===== src/rtl/lcd_write_arbiter_pkg.sv =====
// rtl/lcd_write_arbiter_pkg.sv - shared FSM encodings, LCD handshake timing and arbitration helper
package lcd_write_arbiter_pkg;

    localparam logic [1:0] ST_IDLE       = 2'd0;
    localparam logic [1:0] ST_ISSUE      = 2'd1;
    localparam logic [1:0] ST_HOLD       = 2'd2;
    localparam logic [1:0] ST_WAIT_READY = 2'd3;

    // The LCD controller needs this many cycles to drop its ready after a strobe.
    localparam int HOLD_CYCLES = 1;
    localparam int HOLD_CNT_W  = 2;

    // Round-robin pick between two requesters: on a tie, favour the one not granted last.
    function automatic logic rr_pick(input logic [1:0] nonempty, input logic last_grant);
        logic pick;
        if (nonempty == 2'b11) begin
            pick = ~last_grant;
        end else begin
            pick = nonempty[1];
        end
        return pick;
    endfunction

endpackage


===== src/rtl/lcd_byte_fifo.sv =====
// rtl/lcd_byte_fifo.sv - small byte FIFO buffering one requester of the LCD write arbiter
module lcd_byte_fifo
    import lcd_write_arbiter_pkg::*;
#(
    parameter int FIFO_DEPTH = 4,
    parameter int PTR_W      = 2
) (
    input  logic       clk,
    input  logic       rst_n,
    input  logic       push,
    input  logic [7:0] push_data,
    input  logic       pop,
    output logic [7:0] pop_data,
    output logic       full,
    output logic       empty
);

    logic [7:0]       mem_q [FIFO_DEPTH];
    logic [7:0]       mem_d [FIFO_DEPTH];
    logic [PTR_W-1:0] wr_ptr_q, wr_ptr_d;
    logic [PTR_W-1:0] rd_ptr_q, rd_ptr_d;
    logic [PTR_W:0]   count_q, count_d;
    logic             wr_en;
    logic             rd_en;

    assign full     = (count_q == (PTR_W+1)'(FIFO_DEPTH));
    assign empty    = (count_q == '0);
    assign pop_data = mem_q[rd_ptr_q];

    // A push into a full FIFO is silently dropped.
    assign wr_en = push & ~full;
    assign rd_en = pop & ~empty;

    always_comb begin
        mem_d    = mem_q;
        wr_ptr_d = wr_ptr_q;
        rd_ptr_d = rd_ptr_q;
        count_d  = count_q;
        if (wr_en) begin
            mem_d[wr_ptr_q] = push_data;
            wr_ptr_d        = wr_ptr_q + 1'b1;
        end
        if (rd_en) begin
            rd_ptr_d = rd_ptr_q + 1'b1;
        end
        case ({wr_en, rd_en})
            2'b10:   count_d = count_q + 1'b1;
            2'b01:   count_d = count_q - 1'b1;
            default: count_d = count_q;
        endcase
    end

    always_ff @(posedge clk) begin
        mem_q <= mem_d;
    end

    always_ff @(posedge clk or negedge rst_n) begin
        if (!rst_n) begin
            wr_ptr_q <= '0;
            rd_ptr_q <= '0;
            count_q  <= '0;
        end else begin
            wr_ptr_q <= wr_ptr_d;
            rd_ptr_q <= rd_ptr_d;
            count_q  <= count_d;
        end
    end

endmodule


===== src/rtl/lcd_write_arbiter.sv =====
// rtl/lcd_write_arbiter.sv - round-robin arbiter merging two byte streams onto one LCD write port
module lcd_write_arbiter
    import lcd_write_arbiter_pkg::*;
#(
    parameter int FIFO_DEPTH = 4,
    parameter int PTR_W      = 2
) (
    input  logic       Clock,
    input  logic       Reset,
    input  logic       iReq0_Valid,
    input  logic [7:0] iReq0_Data,
    output logic       oReq0_Full,
    input  logic       iReq1_Valid,
    input  logic [7:0] iReq1_Data,
    output logic       oReq1_Full,
    output logic       oWrite,
    output logic [7:0] oData,
    input  logic       iReady,
    output logic       oGrant,
    output logic       oBusy
);

    logic [1:0]            state_q, state_d;
    logic [7:0]            data_q, data_d;
    logic                  grant_q, grant_d;
    logic                  last_q, last_d;
    logic [HOLD_CNT_W-1:0] hold_q, hold_d;

    logic       pop0, pop1;
    logic [7:0] head0, head1;
    logic       empty0, empty1;
    logic       pick;

    lcd_byte_fifo #(.FIFO_DEPTH(FIFO_DEPTH), .PTR_W(PTR_W)) u_fifo0 (
        .clk       (Clock),
        .rst_n     (Reset),
        .push      (iReq0_Valid),
        .push_data (iReq0_Data),
        .pop       (pop0),
        .pop_data  (head0),
        .full      (oReq0_Full),
        .empty     (empty0)
    );

    lcd_byte_fifo #(.FIFO_DEPTH(FIFO_DEPTH), .PTR_W(PTR_W)) u_fifo1 (
        .clk       (Clock),
        .rst_n     (Reset),
        .push      (iReq1_Valid),
        .push_data (iReq1_Data),
        .pop       (pop1),
        .pop_data  (head1),
        .full      (oReq1_Full),
        .empty     (empty1)
    );

    assign pick   = rr_pick({~empty1, ~empty0}, last_q);
    assign oWrite = (state_q == ST_ISSUE) & iReady;
    assign oData  = data_q;
    assign oGrant = grant_q;
    assign oBusy  = (state_q != ST_IDLE);

    always_comb begin
        state_d = state_q;
        data_d  = data_q;
        grant_d = grant_q;
        last_d  = last_q;
        hold_d  = hold_q;
        pop0    = 1'b0;
        pop1    = 1'b0;
        case (state_q)
            ST_IDLE: begin
                if (!empty0 || !empty1) begin
                    grant_d = pick;
                    last_d  = pick;
                    pop0    = ~pick;
                    pop1    = pick;
                    data_d  = pick ? head1 : head0;
                    state_d = ST_ISSUE;
                end
            end
            ST_ISSUE: begin
                if (iReady) begin
                    hold_d  = HOLD_CNT_W'(HOLD_CYCLES - 1);
                    state_d = ST_HOLD;
                end
            end
            ST_HOLD: begin
                // Ready is not trusted here: the controller may still be reporting idle.
                if (hold_q == '0) begin
                    state_d = ST_WAIT_READY;
                end else begin
                    hold_d = hold_q - 1'b1;
                end
            end
            ST_WAIT_READY: begin
                if (iReady) begin
                    state_d = ST_IDLE;
                end
            end
            default: state_d = ST_IDLE;
        endcase
    end

    always_ff @(posedge Clock or negedge Reset) begin
        if (!Reset) begin
            state_q <= ST_IDLE;
            data_q  <= 8'h00;
            grant_q <= 1'b0;
            last_q  <= 1'b1;
            hold_q  <= '0;
        end else begin
            state_q <= state_d;
            data_q  <= data_d;
            grant_q <= grant_d;
            last_q  <= last_d;
            hold_q  <= hold_d;
        end
    end

endmodule


===== config.mk =====
export PLATFORM = sky130hd
export DESIGN_NAME = lcd_write_arbiter
export DESIGN_NICKNAME = d
export VERILOG_FILES = /design/src/rtl/lcd_write_arbiter_pkg.sv /design/src/rtl/lcd_byte_fifo.sv /design/src/rtl/lcd_write_arbiter.sv
export SDC_FILE = /design/constraint.sdc
export NUM_CORES = 1
export LEC_CHECK = 0
export CAP_MARGIN = 25
export CELL_PAD_IN_SITES_DETAIL_PLACEMENT = 0
export CELL_PAD_IN_SITES_GLOBAL_PLACEMENT = 1
export CORE_AREA = 2 2 86 88
export CTS_CLUSTER_SIZE = 12
export DETAILED_ROUTE_END_ITERATION = 10
export DIE_AREA = 0 0 88 90
export DONT_BUFFER_PORTS = 1
export GPL_ROUTABILITY_DRIVEN = 0
export MAX_ROUTING_LAYER = met4
export PLACE_DENSITY = 0.86
export SYNTH_ARGS = -nofsm -noshare
export SYNTH_HDL_FRONTEND = slang
export SYNTH_SLANG_ARGS = --single-unit

===== constraint.sdc =====
create_clock -name Clock -period 3.45 [get_ports Clock]
set_input_delay 0.1725 -clock Clock [delete_from_list [all_inputs] [get_ports Clock]]
set_output_delay 0.1725 -clock Clock [all_outputs]
set_load 0.01 [all_outputs]

==> results.sh <==
export IMPL_std_cell_rows=31
export IMPL_total_leakage_power_nw=1.67
export IMPL_synth_seq_area_share=0.673
export IMPL_groute_usage_overall=0.181
export IMPL_fmax_ghz=0.364
export IMPL_cts_tree="built"
export IMPL_whs_ns=0.174
export IMPL_holdCritPathClass="primary input to register"
export IMPL_drive_gt1_frac=0.158
export IMPL_ant_nets=0
export IMPL_area_delta_synth_final_pct=12.9
export IMPL_cts_path_max_buffers=2
export IMPL_htreeDepth=3
export IMPL_period_needed_ns=2.75
export IMPL_endpoint_kind="register"
export IMPL_finalCritPeriodShare=0.797
export IMPL_final_common_cell="edfxtp_1"
export IMPL_numCtsBuffers=9
export IMPL_firstDrtPassIters=6
export IMPL_finalInstanceArea_um2=4400
export IMPL_clkTransAtPathRegs_ns=0.09
export IMPL_maxSlewHeadroom=0.601
export IMPL_via_per_inst=5.25
export IMPL_yosys_cell_types_count=35
export IMPL_path_max_fanout=12
export IMPL_antenna_cells=0
export IMPL_ios=34
export IMPL_die_width_um=88
export IMPL_cp_start_kind="register"
export IMPL_cp_data_required_time_ns=3.73
export IMPL_slew_viol_final=0
export IMPL_drc=0
export IMPL_synth_nets=273
export IMPL_fin_skew_ns=0.00718
export IMPL_grt_pass1_wl_um=10000
export IMPL_overflow=0
export IMPL_placed_cell_area_um2=3990
export IMPL_initial_core_util=0.556
export IMPL_drt_iter0_markers=110
export IMPL_ys_dominant_reg_cell="edfxtp_1"
export IMPL_vias=1883
export IMPL_clk_latency_ns=0.35
export IMPL_setup_viol=0
export IMPL_clock_sinks=92
export IMPL_drt_total_wl_um=6110
export IMPL_synth_edf_count=64
export IMPL_dieArea_um2=7920
export IMPL_antenna_found_initial=0
export IMPL_post_route_util=0.627
export IMPL_fp_dieH_um=90
export IMPL_ir_worst_vdd_v=0.000511
export IMPL_root_buffer="clkbuf_8"
export IMPL_finalHoldViolCount=0
export IMPL_wl_per_cell_um=17.0
export IMPL_p_per_area_nw_per_um2=867
export IMPL_dp_hpwl_um=4230
export IMPL_arrival_ns=3.02
export IMPL_crit_type="register to register"
export IMPL_synth_area_um2=3900
export IMPL_timing_setup_tns_ns=0
export IMPL_ys_seq_elements=92
export IMPL_grt_max_degree=29
export IMPL_port_buffer_count=0
export IMPL_fin_nets=294
export IMPL_synthArstFlopShare=0.304
export IMPL_yosys_warnings=0
export IMPL_cts_resized=0
export IMPL_final_cell_mix="edfxtp_1, dfrtp_1, dlygate4sd3_1"
export IMPL_status="complete, no violations"
export IMPL_core_region_area_um2=7020
export IMPL_syn_avg_cell_area_um2=16.7
export IMPL_maxCapViolations=0
export IMPL_first_global_vias=2024
export IMPL_rsz0062_at_grt="no"
export IMPL_synthCells=234
export IMPL_worst_pin_slew_ns=0.599
-- final timing paths --
kind                            cells past startpoint                from             endpoint  slack [ns]
worst max-delay path                                9  u_fifo0.count_q[0]   u_fifo1.count_q[2]        0.70
worst min-delay path                                3              iReady           state_q[0]        0.17
worst max register to register                      9  u_fifo0.count_q[0]   u_fifo1.count_q[2]        0.70
worst min register to register                      1  u_fifo0.count_q[2]   u_fifo0.count_q[2]        0.51
max in group asynchronous                           2               Reset               last_q        2.97
min in group asynchronous                           2               Reset  u_fifo1.wr_ptr_q[1]        0.25
-- repair_timing --
item | CTS | global route
hold buffers | 18 | 0
setup buffers | 0 | 0
endpoints found under the hold margin | 92 | 0
-- per-stage QoR --
stage,setup slack (ns),power [mW],instances
after detailed placement,0.712,3.04,325
after global placement,0.771,3.00,325
after CTS,0.689,3.87,359
final,0.702,3.82,359
after floorplan,1.08,2.78,234
after global routing,0.500,4.09,359
-- area by class of cell --
cell class | count | area [µm²]
Timing Repair Buffer | 19 | 198
Tap cell | 99 | 124
Sequential cell | 92 | 2620
Clock buffer | 9 | 124
Clock inverter | 7 | 96.3
Multi-Input combinational cell | 118 | 1180
Inverter | 15 | 56.3
Fill cell | 512 | 2620
-- cell usage after synthesis, types with 2 or more instances --
cell type | count | area [µm²]
and2_1 | 9 | 56.3
nor3_1 | 3 | 15.0
xnor2_1 | 6 | 52.6
nor2_1 | 5 | 18.8
a21oi_1 | 3 | 15.0
xor2_1 | 6 | 52.6
mux4_2 | 16 | 360
mux2_2 | 3 | 33.8
dfrtp_1 | 27 | 676
nand2_1 | 12 | 45.0
buf_2 | 4 | 20.0
inv_1 | 15 | 56.3
nor2b_1 | 3 | 18.8
o21ai_1 | 2 | 10.0
a21o_1 | 2 | 15.0
edfxtp_1 | 64 | 1920
ha_1 | 16 | 200
nor3b_1 | 2 | 15.0
fa_1 | 2 | 40.0
mux2i_1 | 9 | 90.1
buf_1 | 2 | 7.51
o21ai_0 | 10 | 50.1
-- report_power, final --
group / internal (mW) / leakage [nW] / switching, mW / total (mW)
logic: 0.600 / 0.635 / 0.594 / 1.19
registers: 1.53 / 0.922 / 0.304 / 1.83
clock network: 0.413 / 0.114 / 0.378 / 0.792
-- cells by family after synthesis --
logic type,Yosys count,share of synthesized area
buf+inv,24,0.0273
mux,28,0.124
xor+xnor,12,0.0269
simple gates,39,0.0523
compound gates,21,0.0350
fa+ha+maj,18,0.0616
flops,92,0.673
-- registers in the layout, summed over array words and instances (netlist names) --
register          flops
oGrant                1
u_fifo0.count_q       3
last_q                1
u_fifo0.wr_ptr_q      2
u_fifo1.mem_q        32
state_q               2
u_fifo0.rd_ptr_q      2
u_fifo1.wr_ptr_q      2
u_fifo0.mem_q        32
u_fifo1.rd_ptr_q      2
u_fifo1.count_q       3
oData                 8
hold_q                2
-- per-layer routing --
layer | track usage | wire [µm] | up-vias
met5 | - | 0 | -
met4 | 0.0692 | 93 | 0
met3 | 0.0478 | 213 | 7
met2 | 0.284 | 3170 | 34
met1 | 0.227 | 2630 | 943
li1 | - | - | 899
-- worst max-delay path, cell delays in order, from the launching register on --
cell     delay (ns)
dfrtp_1        0.45
or3_4          0.45
a21oi_4        0.40
and2_0         0.32
ha_1           0.22
inv_1          0.06
fa_1           0.37
xor2_1         0.15
nor2_1         0.10
xor2_1         0.15
No activity file was read; power rests on OpenSTA's default activity.
